`src/rtl/imm_gen_pipe.sv`:
```
// ============================================================================
// Module   : imm_gen_pipe
// Purpose  : Registered immediate generator for RV32I/RV64I instructions.
//            A valid/ready handshake on each side and a 2-entry skid buffer
//            give full throughput with a registered in_ready. Each accepted
//            instruction yields an XLEN-wide immediate, a format code and its
//            sideband tag, in strict FIFO order.
// Options  : define IMM_GEN_ILLEGAL_EN to compute and register out_illegal;
//            otherwise out_illegal is tied low and no detection logic exists.
// Revision : 1.0 - initial release
// ============================================================================
`default_nettype none

module imm_gen_pipe #(
   parameter int XLEN  = 32,   // 32 or 64
   parameter int TAG_W = 32
) (
   input  logic             clk,
   input  logic             rst_n,
   input  logic             flush_i,
   input  logic             in_valid,
   output logic             in_ready,
   input  logic [31:0]      in_instr,
   input  logic [TAG_W-1:0] in_tag,
   output logic             out_valid,
   input  logic             out_ready,
   output logic [XLEN-1:0]  out_imm,
   output logic [2:0]       out_fmt,
   output logic [TAG_W-1:0] out_tag,
   output logic             out_illegal
);

   // Major opcodes
   localparam logic [6:0] OPC_LOAD     = 7'b0000011;
   localparam logic [6:0] OPC_MISC_MEM = 7'b0001111;
   localparam logic [6:0] OPC_OP_IMM   = 7'b0010011;
   localparam logic [6:0] OPC_AUIPC    = 7'b0010111;
   localparam logic [6:0] OPC_STORE    = 7'b0100011;
   localparam logic [6:0] OPC_OP       = 7'b0110011;
   localparam logic [6:0] OPC_LUI      = 7'b0110111;
   localparam logic [6:0] OPC_BRANCH   = 7'b1100011;
   localparam logic [6:0] OPC_JALR     = 7'b1100111;
   localparam logic [6:0] OPC_JAL      = 7'b1101111;
   localparam logic [6:0] OPC_SYSTEM   = 7'b1110011;

   // Format codes presented on out_fmt
   localparam logic [2:0] FMT_NONE  = 3'd0;
   localparam logic [2:0] FMT_I     = 3'd1;
   localparam logic [2:0] FMT_S     = 3'd2;
   localparam logic [2:0] FMT_B     = 3'd3;
   localparam logic [2:0] FMT_U     = 3'd4;
   localparam logic [2:0] FMT_J     = 3'd5;
   localparam logic [2:0] FMT_SHAMT = 3'd6;
   localparam logic [2:0] FMT_CSRZ  = 3'd7;

   typedef enum logic [1:0] {
      ST_EMPTY = 2'd0,   // main slot invalid
      ST_ONE   = 2'd1,   // main slot valid
      ST_FULL  = 2'd2    // main and skid slots valid
   } state_t;

   state_t            state;

   logic [6:0]        opcode;
   logic [2:0]        funct3;
   logic              is_shift;
   logic [31:0]       shamt;
   logic [31:0]       dec_raw;
   logic [2:0]        dec_fmt;
   logic [XLEN-1:0]   dec_imm;

   logic              accept;
   logic              drain;
   logic              load_main;
   logic              load_skid;
   logic              move_skid;

   logic [XLEN-1:0]   skid_imm;
   logic [2:0]        skid_fmt;
   logic [TAG_W-1:0]  skid_tag;

   assign opcode   = in_instr[6:0];
   assign funct3   = in_instr[14:12];
   assign is_shift = (opcode == OPC_OP_IMM) && ((funct3 == 3'b001) || (funct3 == 3'b101));

   // The shift-amount field widens to 6 bits on RV64; the 32-bit raw
   // immediate is sign-extended from its bit 31, which equals instr[31]
   // for sign-extended formats and is 0 for zero-extended ones.
   if (XLEN == 64) begin : g_xlen64
      assign shamt   = {26'd0, in_instr[25:20]};
      assign dec_imm = {{(XLEN-32){dec_raw[31]}}, dec_raw};
   end else begin : g_xlen32
      assign shamt   = {27'd0, in_instr[24:20]};
      assign dec_imm = dec_raw;
   end

   // Immediate and format decode of the instruction on the input port
   always_comb begin
      dec_raw = '0;
      dec_fmt = FMT_NONE;
      case (opcode)
         OPC_OP_IMM: begin
            if (is_shift) begin
               dec_fmt = FMT_SHAMT;
               dec_raw = shamt;
            end else begin
               dec_fmt = FMT_I;
               dec_raw = {{20{in_instr[31]}}, in_instr[31:20]};
            end
         end
         OPC_LOAD, OPC_JALR: begin
            dec_fmt = FMT_I;
            dec_raw = {{20{in_instr[31]}}, in_instr[31:20]};
         end
         OPC_STORE: begin
            dec_fmt = FMT_S;
            dec_raw = {{20{in_instr[31]}}, in_instr[31:25], in_instr[11:7]};
         end
         OPC_BRANCH: begin
            dec_fmt = FMT_B;
            dec_raw = {{19{in_instr[31]}}, in_instr[31], in_instr[7],
                       in_instr[30:25], in_instr[11:8], 1'b0};
         end
         OPC_JAL: begin
            dec_fmt = FMT_J;
            dec_raw = {{11{in_instr[31]}}, in_instr[31], in_instr[19:12],
                       in_instr[20], in_instr[30:21], 1'b0};
         end
         OPC_LUI, OPC_AUIPC: begin
            dec_fmt = FMT_U;
            dec_raw = {in_instr[31:12], 12'b0};
         end
         OPC_SYSTEM: begin
            if (funct3[2]) begin
               dec_fmt = FMT_CSRZ;
               dec_raw = {27'd0, in_instr[19:15]};
            end
         end
         OPC_OP, OPC_MISC_MEM: begin
            dec_fmt = FMT_NONE;
            dec_raw = '0;
         end
         default: begin
            dec_fmt = FMT_NONE;
            dec_raw = '0;
         end
      endcase
   end

   // A flush cycle drops the offered input; a drain in that cycle still counts
   assign accept    = in_valid & in_ready & ~flush_i;
   assign drain     = out_valid & out_ready;
   assign load_main = accept & ((state == ST_EMPTY) | ((state == ST_ONE) & drain));
   assign load_skid = accept & (state == ST_ONE) & ~drain;
   assign move_skid = ~flush_i & (state == ST_FULL) & drain;

   // Occupancy FSM with registered out_valid and in_ready
   always_ff @(posedge clk or negedge rst_n) begin
      if (!rst_n) begin
         state     <= ST_EMPTY;
         out_valid <= 1'b0;
         in_ready  <= 1'b1;
      end else if (flush_i) begin
         state     <= ST_EMPTY;
         out_valid <= 1'b0;
         in_ready  <= 1'b1;
      end else begin
         case (state)
            ST_EMPTY: begin
               if (accept) begin
                  state     <= ST_ONE;
                  out_valid <= 1'b1;
                  in_ready  <= 1'b1;
               end
            end
            ST_ONE: begin
               if (accept && !drain) begin
                  state     <= ST_FULL;
                  out_valid <= 1'b1;
                  in_ready  <= 1'b0;
               end else if (!accept && drain) begin
                  state     <= ST_EMPTY;
                  out_valid <= 1'b0;
                  in_ready  <= 1'b1;
               end
            end
            ST_FULL: begin
               if (drain) begin
                  state     <= ST_ONE;
                  out_valid <= 1'b1;
                  in_ready  <= 1'b1;
               end
            end
            default: begin
               state     <= ST_EMPTY;
               out_valid <= 1'b0;
               in_ready  <= 1'b1;
            end
         endcase
      end
   end

   // Main and skid slot payloads; main holds steady unless loaded or refilled
   always_ff @(posedge clk or negedge rst_n) begin
      if (!rst_n) begin
         out_imm  <= '0;
         out_fmt  <= FMT_NONE;
         out_tag  <= '0;
         skid_imm <= '0;
         skid_fmt <= FMT_NONE;
         skid_tag <= '0;
      end else begin
         if (load_skid) begin
            skid_imm <= dec_imm;
            skid_fmt <= dec_fmt;
            skid_tag <= in_tag;
         end
         if (load_main) begin
            out_imm <= dec_imm;
            out_fmt <= dec_fmt;
            out_tag <= in_tag;
         end else if (move_skid) begin
            out_imm <= skid_imm;
            out_fmt <= skid_fmt;
            out_tag <= skid_tag;
         end
      end
   end

`ifdef IMM_GEN_ILLEGAL_EN
   logic dec_illegal;
   logic skid_illegal;

   // Flag opcodes with no legal immediate form and RV32 shifts with instr[25] set
   always_comb begin
      dec_illegal = 1'b0;
      case (opcode)
         OPC_OP_IMM:
            dec_illegal = is_shift && (XLEN == 32) && in_instr[25];
         OPC_LOAD, OPC_JALR, OPC_STORE, OPC_BRANCH, OPC_JAL,
         OPC_LUI, OPC_AUIPC, OPC_SYSTEM, OPC_OP, OPC_MISC_MEM:
            dec_illegal = 1'b0;
         default:
            dec_illegal = 1'b1;
      endcase
   end

   // Illegal flag travels with its entry through the skid buffer
   always_ff @(posedge clk or negedge rst_n) begin
      if (!rst_n) begin
         out_illegal  <= 1'b0;
         skid_illegal <= 1'b0;
      end else begin
         if (load_skid) begin
            skid_illegal <= dec_illegal;
         end
         if (load_main) begin
            out_illegal <= dec_illegal;
         end else if (move_skid) begin
            out_illegal <= skid_illegal;
         end
      end
   end
`else
   assign out_illegal = 1'b0;
`endif

endmodule

`default_nettype wire

```
`config.mk`:
```
export PLATFORM = sky130hd
export DESIGN_NAME = imm_gen_pipe
export DESIGN_NICKNAME = d
export VERILOG_FILES = /design/src/rtl/imm_gen_pipe.sv
export SDC_FILE = /design/constraint.sdc
export NUM_CORES = 1
export LEC_CHECK = 0
export BUFFER_PORTS_ARGS = -buffer_cell sky130_fd_sc_hd__buf_4
export CORE_MARGIN = 2
export CORE_UTILIZATION = 30
export DETAILED_ROUTE_END_ITERATION = 8
export GPL_ROUTABILITY_DRIVEN = 0
export PLACE_DENSITY_LB_ADDON = 0.1
export SLEW_MARGIN = 25
export SYNTH_ARGS = -nofsm -noshare
export SYNTH_HDL_FRONTEND = slang
export SYNTH_SLANG_ARGS = --single-unit
export TNS_END_PERCENT = 50
```
`constraint.sdc`:
```
create_clock -name clk -period 5.3 [get_ports clk]
set_input_delay 1.06 -clock clk [delete_from_list [all_inputs] [get_ports clk]]
set_output_delay 1.06 -clock clk [all_outputs]
set_load 0.02 [all_outputs]
```
==> results of run 1 <==
## kinds of logic after synthesis
kind of cell	share of synthesized area (%)
other	0.0591
and+or+nand+nor	19.3
muxes	6.74
AOI/OAI and AO/OA	15.6
DFF	54.4
buffers and inverters	3.72
adders and majority gates	0.197
## synthesized netlist by cell type, types with 3 or more instances
library cell	instances	area, sq um
clkbuf_1	28	105
buf_1	4	15.0
a32oi_1	11	96.3
o21bai_1	3	22.5
nor2b_1	7	43.8
a22oi_1	3	22.5
a21oi_1	72	360
a31oi_1	12	75.1
buf_2	17	85.1
o31ai_1	3	22.5
nand3_1	9	45.0
dfrtp_1	137	3430
nor2_1	33	124
o21ai_0	48	240
mux2_2	6	67.6
nand2b_1	4	25.0
nand2_1	211	792
mux2i_1	33	330
and3_1	10	62.6
## tightest hold or removal path: stages, from the launching register on
cell	delay, ps
dfrtp_1	340
nand2_1	50
nand2_1	60
## placed cells by master, fill, tap and decap left out, drive strengths merged, types with 5 or more instances in the layout
cell type	synthesis	routed
nand2	212	212
a21oi	72	72
a31oi	12	12
clkinvlp	0	5
and3	10	10
nor2	33	33
dfrtp	137	137
a32oi	11	11
clkbuf	29	19
buf	23	146
mux2i	33	33
nand3	9	9
mux2	8	8
o21ai	50	50
nor2b	7	7
## sequential cells by signal (all words and copies together) (netlist names)
register / count
in_ready: 1
out_fmt: 3
out_imm: 32
out_tag: 32
out_valid: 1
skid_fmt: 3
skid_imm: 32
skid_tag: 32
state: 2
## power by group through the flow
| stage | clock network (mW) | logic, mW | registers, mW |
|---|---|---|---|
| 2_1_floorplan | 0 | 0.292 | 1.56 |
| 5_1_grt | 1.34 | 0.797 | 1.48 |
| 6_report | 1.25 | 0.717 | 1.45 |
| 3_3_place_gp | 0 | 0.707 | 1.46 |
| 3_5_place_dp | 0 | 0.722 | 1.47 |
| 4_1_cts | 1.29 | 0.724 | 1.45 |
## layout make-up
type                            count  share of cell area [%]
Clock buffer                       19                    5.48
Clock inverter                     11                    2.07
Inverter                            2                  0.0908
Multi-Input combinational cell    501                    32.7
Sequential cell                   138                    41.8
Tap cell                          275                    4.16
Timing Repair Buffer              146                    13.8
## final timing paths
kind                                end  slack (ps)  depth (start not counted)
hold reg to reg            skid_tag[12]         470                          2
setup reg to reg           skid_tag[11]        2740                          6
setup / recovery            out_imm[25]        2150                          5
min in group asynchronous  skid_tag[22]         550                          1
hold / removal             skid_tag[12]         470                          2
max in group asynchronous      in_ready        3480                          3
## layer usage
layer | routed length [um] | GRT usage [%] | up-vias
li1 | - | - | 2582
met1 | 8360 | 21.8 | 2599
met2 | 8390 | 26.4 | 138
met3 | 823 | 3.93 | 20
met4 | 270 | 5.33 | 0
met5 | 0 | 0 | -
## metrics by stage
| step | instance area, sq um | setup slack [ps] |
|---|---|---|
| final | 8270 | 2150 |
| after CTS | 8210 | 2210 |
| after floorplan | 6350 | 2830 |
| after global placement | 7590 | 1940 |
| after global routing | 8270 | 1910 |
| after detailed placement | 7590 | 1790 |
==> results.cfg, run 1 <==
[synthesis]
async_reset_ff_share_pct = 100
synth_nets = 763
synth_edf_count = 0
syn_area_sq_mm = 0.00635
synthCells = 693
ys.flop_type = dfrtp_1
yosysSeqAreaShare_pct = 54.4
synth.avg_cell_area_sq_um = 9.16
yosysUniqueCellTypes = 50
yosys_warnings = 0
ys_ff_latch = 138

[detailed_routing]
wl_um = 17900
drtPass1Iterations = 4
wl_per_cell_um = 16.3
drc = 0
vias = 5339
via_per_inst = 4.89
drtIter0Drc = 288
drtAntennaViolNets = 0

[sta]
max_freq_ghz = 0.317
fin_hold_ws_ps = 471
hold_violations = 0
tns_ps = 0
timing.final.crit_share_pct = 59.5
setup_viol = 0
rsz0062_at_grt = no
slew_violations = 0
slew-limit-headroom_pct = 34.5
min_period_ps = 3150
worst_slew_pin_slew_ps = 982
finalClockSkew_ps = 7.28

[worst_setup_path]
worstSetupStartpoint = in_instr[6]
start_kind = primary input
worstReg2RegStart = in_ready
arrival_ps = 3460
cp_max_fo = 22
crit_required_ps = 5610
critPathKind = in2reg
cp_num_buf_inv = 1
worstPathCellList = buf_4 > nand4_1 > o32ai_2 > nand2_1 > a32oi_1
crit_family = compound AO/OA/AOI/OAI gates
critical-path-slowest-cell = o32ai_2
critPathMaxStageDelay_ps = 880
crit_path_end_kind = flip-flop

[power_and_ir_drop]
p_leak_nw = 4.10
p_switching_mw = 0.990
ir_worst_vdd_mv = 0.171
clkPwrFrac_pct = 36.6
comb_power_share_pct = 21.0
power.density_mw_per_mm2 = 413
p_seq_share_pct = 42.4
p_total_mw = 3.42
p_sw_share_pct = 29.0
internal_power_mw = 2.43

[cells_and_area]
multi_input_area_sq_mm = 0.00270
fin_util_pct = 39.6
regArea_sq_mm = 0.00345
fin_nets = 876
antenna_cells = 0
stdcell_count = 1092
drive_gt1_share_pct = 24.5
syn2layout_area_growth_pct = 30.3
fillers = 2092

[clocking]
cts_tree = yes
cts_sinks = 138
cts_root_buffer = clkbuf_16
cts-resized-gates = 0
clkLatencyLatePin_ps = 410
ctsLongestPathBuffers = 2
ctsHoldBuffers = 0
cts_made_buffers = 17
clk_pin_slew_ps = 50
htree_levels = 4
cts_setup_buffers = 0

[die]
io_pins = 139
start_util_pct = 30.4
rows = 53
core_area_sq_mm = 0.0209
die_y_um = 149
fp.dieArea_sq_mm = 0.0223
die_w_um = 149

[global_routing]
antenna_found_initial = 0
grt_overflow = 0
track_usage_pct = 16.4
grt_start_max_net_pins = 101
grt_pass1_vias = 5364
grt_pass1_wl_um = 28500

[min_path]
hp-start = skid_tag[12]
min_path_type = reg2reg

[job]
cap_violations = 0

[place]
dp.cells = 1060
io_buffers = 137
dp_hpwl_um = 11600

[run_status]
status = complete, no violations
Power figures use the tool's default switching activity.
==> run 2: changes to the inputs <==
==> constraint.sdc (replaced) <==
create_clock -name clk -period 3.1 [get_ports clk]
set_input_delay 0.62 -clock clk [delete_from_list [all_inputs] [get_ports clk]]
set_output_delay 0.62 -clock clk [all_outputs]
set_load 0.02 [all_outputs]
==> results.cfg, run 2 (synthesized netlist as in run 1, its figures left out) <==
[run_status]
status = complete, no violations

[die]
io_pins = 139
core_area_sq_mm = 0.0209
die_w_um = 149
rows = 53
start_util_pct = 30.4
die_y_um = 149
fp.dieArea_sq_mm = 0.0223

[power_and_ir_drop]
ir_worst_vdd_mv = 0.319
p_seq_share_pct = 42.9
comb_power_share_pct = 21.2
p_switching_mw = 1.68
power.density_mw_per_mm2 = 699
clkPwrFrac_pct = 35.9
p_sw_share_pct = 29.0
p_total_mw = 5.79
internal_power_mw = 4.11
p_leak_nw = 4.12

[cells_and_area]
stdcell_count = 1096
antenna_cells = 0
fin_nets = 880
drive_gt1_share_pct = 24.7
layout_commonest_cell = nand2_1
layout_common_cells = 210 x nand2_1, 145 x buf_4, 137 x dfrtp_1
syn2layout_area_growth_pct = 30.5

[sta]
min_period_ps = 2210
tns_ps = 0
slew_violations = 0
max_freq_ghz = 0.453
timing.final.crit_share_pct = 71.3
hold_violations = 0
rsz0062_at_grt = no
worst_slew_pin_slew_ps = 900
setup_viol = 0
finalClockSkew_ps = 6.08
slew-limit-headroom_pct = 40.0

[detailed_routing]
drc = 0
wl_um = 17600
drtAntennaViolNets = 0
drtIter0Drc = 258
via_per_inst = 4.90
vias = 5366
drtPass1Iterations = 5
wl_per_cell_um = 16.0

[clocking]
ctsHoldBuffers = 0
clk_pin_slew_ps = 60
cts_tree = yes
ctsLongestPathBuffers = 2
cts-resized-gates = 0
htree_levels = 4
clkLatencyLatePin_ps = 410
cts_root_buffer = clkbuf_16
cts_setup_buffers = 0
cts_sinks = 138
cts_made_buffers = 17

[global_routing]
grt_start_max_net_pins = 69
antenna_found_initial = 0
grt_pass1_wl_um = 27800
grt_pass1_vias = 5198
grt_overflow = 0
track_usage_pct = 16.0

[min_path]
min_path_type = in2async

[worst_setup_path]
crit_required_ps = 3380
critPathKind = reg2reg
r2r_slack_ps = 890
arrival_ps = 2490
rr_endpoint = skid_imm[30]
start_kind = flip-flop
cp_max_fo = 40
crit_path_end_kind = flip-flop
r2r_cells = 6
worstSetupStartpoint = in_ready
worstReg2RegStart = in_ready
crit_path_end = skid_imm[30]

[place]
io_buffers = 137
dp.cells = 1066
dp_hpwl_um = 11900

[job]
cap_violations = 0
run 2: cell count changes in the layout (fill, tap and decap cells not counted), sizes merged:
cell,before,now
clkinvlp,5,1
buf,146,150
clkbuf,19,22
bufinv,4,3
clkinv,2,4
run 2: area by class of cell:
cell class / instances / area, sq um
multi-input combinational: 501 / 2700
tap: 275 / 344
inverter: 2 / 7.51
clock inverter: 8 / 118
fill: 2084 / 12600
sequential: 138 / 3450
clock buffer: 22 / 484
timing repair buffer: 150 / 1180
run 2: per-stage QoR:
step / instance area (sq um) / hold WS (ps) / utilization (%) / setup slack (ps)
detailed placement: 7680 / 461 / 36.8 / 589
finish: 8280 / 201 / 39.7 / 890
global route: 8280 / 238 / 39.7 / 681
floorplan: 6350 / 324 / - / 1070
global placement: 7680 / 456 / 36.8 / 660
CTS: 8280 / 217 / 39.7 / 838
run 2: how the worst min path moves through the flow:
| stage | endpoint | slack [ps] |
|---|---|---|
| global placement | skid_tag[24] | 460 |
| detailed placement | skid_tag[5] | 460 |
| CTS | out_tag[22] | 220 |
| global route | out_tag[22] | 240 |
| floorplan | out_fmt[0] | 320 |
| finish | out_tag[22] | 200 |
run 2: critical path: stages (launching register included):
cell	delay, ps
dfstp_2	550
nand2_1	100
nor2_1	280
nand3_2	520
buf_12	390
a21oi_1	140
a21oi_1	80
run 2: layer usage:
metal / wire length [um] / global-route usage (%) / vias up / share of wire [%]
met2: 8210 / 25.2 / 156 / 47
li1: - / - / 2592 / -
met5: 0 / 0 / - / 0
met4: 316 / 5.62 / 0 / 1.8
met1: 8180 / 21.8 / 2592 / 47
met3: 874 / 3.41 / 26 / 5.0
run 2: power by group through the flow:
stage | Combinational [mW] | Sequential, mW | Clock [mW]
6_report | 1.23 | 2.48 | 2.08
5_1_grt | 1.36 | 2.53 | 2.22
4_1_cts | 1.25 | 2.48 | 2.13
3_5_place_dp | 1.24 | 2.51 | 0
3_3_place_gp | 1.22 | 2.50 | 0
2_1_floorplan | 0.500 | 2.66 | 0
==> run 3: changes to the inputs <==
==> constraint.sdc (replaced) <==
create_clock -name clk -period 2.1 [get_ports clk]
set_input_delay 0.42 -clock clk [delete_from_list [all_inputs] [get_ports clk]]
set_output_delay 0.42 -clock clk [all_outputs]
set_load 0.02 [all_outputs]
==> results.cfg, run 3 (synthesized netlist as in run 1, its figures left out) <==
[worst_setup_path]
crit_path_end_kind = flip-flop
crit_required_ps = 2390
cp_max_fo = 38
critPathKind = reg2reg
arrival_ps = 2130
worstReg2RegStart = out_valid
r2r_slack_ps = 260
rr_endpoint = out_tag[11]
r2r_cells = 5
start_kind = flip-flop
worstSetupStartpoint = out_valid

[sta]
min_period_ps = 1840
worst_slew_pin_slew_ps = 655
fin_hold_ws_ps = 200
finalClockSkew_ps = 6.71
slew-limit-headroom_pct = 55.8
tns_ps = 0
setup_viol = 0
max_freq_ghz = 0.542
slew_violations = 0
hold_violations = 0
rsz0062_at_grt = no
timing.final.crit_share_pct = 87.8
finalWorstSetupSlack_ps = 256

[clocking]
cts_tree = yes
clkLatencyLatePin_ps = 420
cts_root_buffer = clkbuf_16
cts-resized-gates = 0
ctsLongestPathBuffers = 2
cts_sinks = 138
clk_pin_slew_ps = 60
cts_made_buffers = 17
htree_levels = 4

[power_and_ir_drop]
ir_worst_vdd_mv = 0.537
p_leak_nw = 4.18
clkPwrFrac_pct = 35.2
p_switching_mw = 2.52
p_sw_share_pct = 29.7
comb_power_share_pct = 21.8
p_seq_share_pct = 43.0
internal_power_mw = 5.96
power.density_mw_per_mm2 = 1010

[die]
io_pins = 139
die_w_um = 149
fp.dieArea_sq_mm = 0.0223
core_area_sq_mm = 0.0209
rows = 53
die_y_um = 149
start_util_pct = 30.4

[global_routing]
grt_start_max_net_pins = 66
antenna_found_initial = 0
grt_overflow = 0
grt_pass1_wl_um = 28500
grt_pass1_vias = 5393
track_usage_pct = 16.5

[cells_and_area]
fin_util_pct = 40.2
layout_commonest_cell = nand2_1
drive_gt1_share_pct = 25.4
layout_common_cells = 210 x nand2_1, 146 x buf_4, 137 x dfrtp_1
fillers = 2100
antenna_cells = 0
syn2layout_area_growth_pct = 32.4
stdcell_count = 1105
fin_nets = 888

[detailed_routing]
vias = 5389
wl_per_cell_um = 16.1
via_per_inst = 4.88
drtPass1Iterations = 5
wl_um = 17800
drtAntennaViolNets = 0
drc = 0
drtIter0Drc = 264

[place]
place_ws_ps = 133
dp_hpwl_um = 12000
io_buffers = 137
dp.cells = 1073

[run_status]
status = complete, no violations

[min_path]
min_path_cells = 3
hp-start = in_tag[19]
min_path_type = in2reg
hold_end = skid_tag[19]

[job]
cap_violations = 0
-- run 3: changes by cell type in the layout (fill, tap and decap cells not counted), sizes merged --
| cell | previous run | this run |
|---|---|---|
| clkbuf | 22 | 18 |
| clkinv | 4 | 9 |
| dlygate4sd3 | 0 | 1 |
| buf | 150 | 157 |
-- run 3: per-stage QoR --
stage	power, mW	cell area (sq um)
5_1_grt	8.98	8400
2_1_floorplan	4.67	6350
3_3_place_gp	5.51	7810
6_report	8.49	8400
3_5_place_dp	5.58	7810
4_1_cts	8.60	8400
-- run 3: worst max-delay path by stage --
stage,end,slack (ps)
floorplan,out_imm[11],170
global placement,out_tag[16],170
detailed placement,out_tag[17],130
CTS,out_tag[17],230
global route,out_tag[30],100
finish,out_tag[11],260
-- run 3: worst max-delay path, stage by stage, from the launching register on --
cell	delay, ps
dfrtp_1	380
nand2_2	80
or4b_4	680
buf_12	270
mux2i_1	180
o21ai_0	100
-- run 3: cell type report --
cell class              count  area [sq um]  area share, %
inverters                   2          7.51         0.0893
clock inverters            13           154           1.83
repair buffers            158          1320           15.7
multi-input cells         501          2700           32.1
clock buffers              18           429           5.11
flip-flops and latches    138          3450           41.1
well taps                 275           344           4.09
-- run 3: routing by layer --
metal  global-route usage, %  vias up  wire length [um]
li1                        -     2611                 -
met1                    22.1     2612              8250
met2                    26.5      142              8470
met3                    2.99       24               801
met4                    6.38        0               321
met5                       0        -                 0
-- run 3: power by group through the flow --
stage / clock network (mW) / logic (mW) / registers (mW)
after CTS: 3.07 / 1.88 / 3.65
after global routing: 3.20 / 2.05 / 3.73
after detailed placement: 0 / 1.88 / 3.70
final: 2.98 / 1.85 / 3.65
after global placement: 0 / 1.83 / 3.68
after floorplan: 0 / 0.738 / 3.93
-- run 3: repair_timing --
action                                 CTS  global route
buffers inserted                         0             0
endpoints found under the hold margin   33             0
hold buffers                             1             0
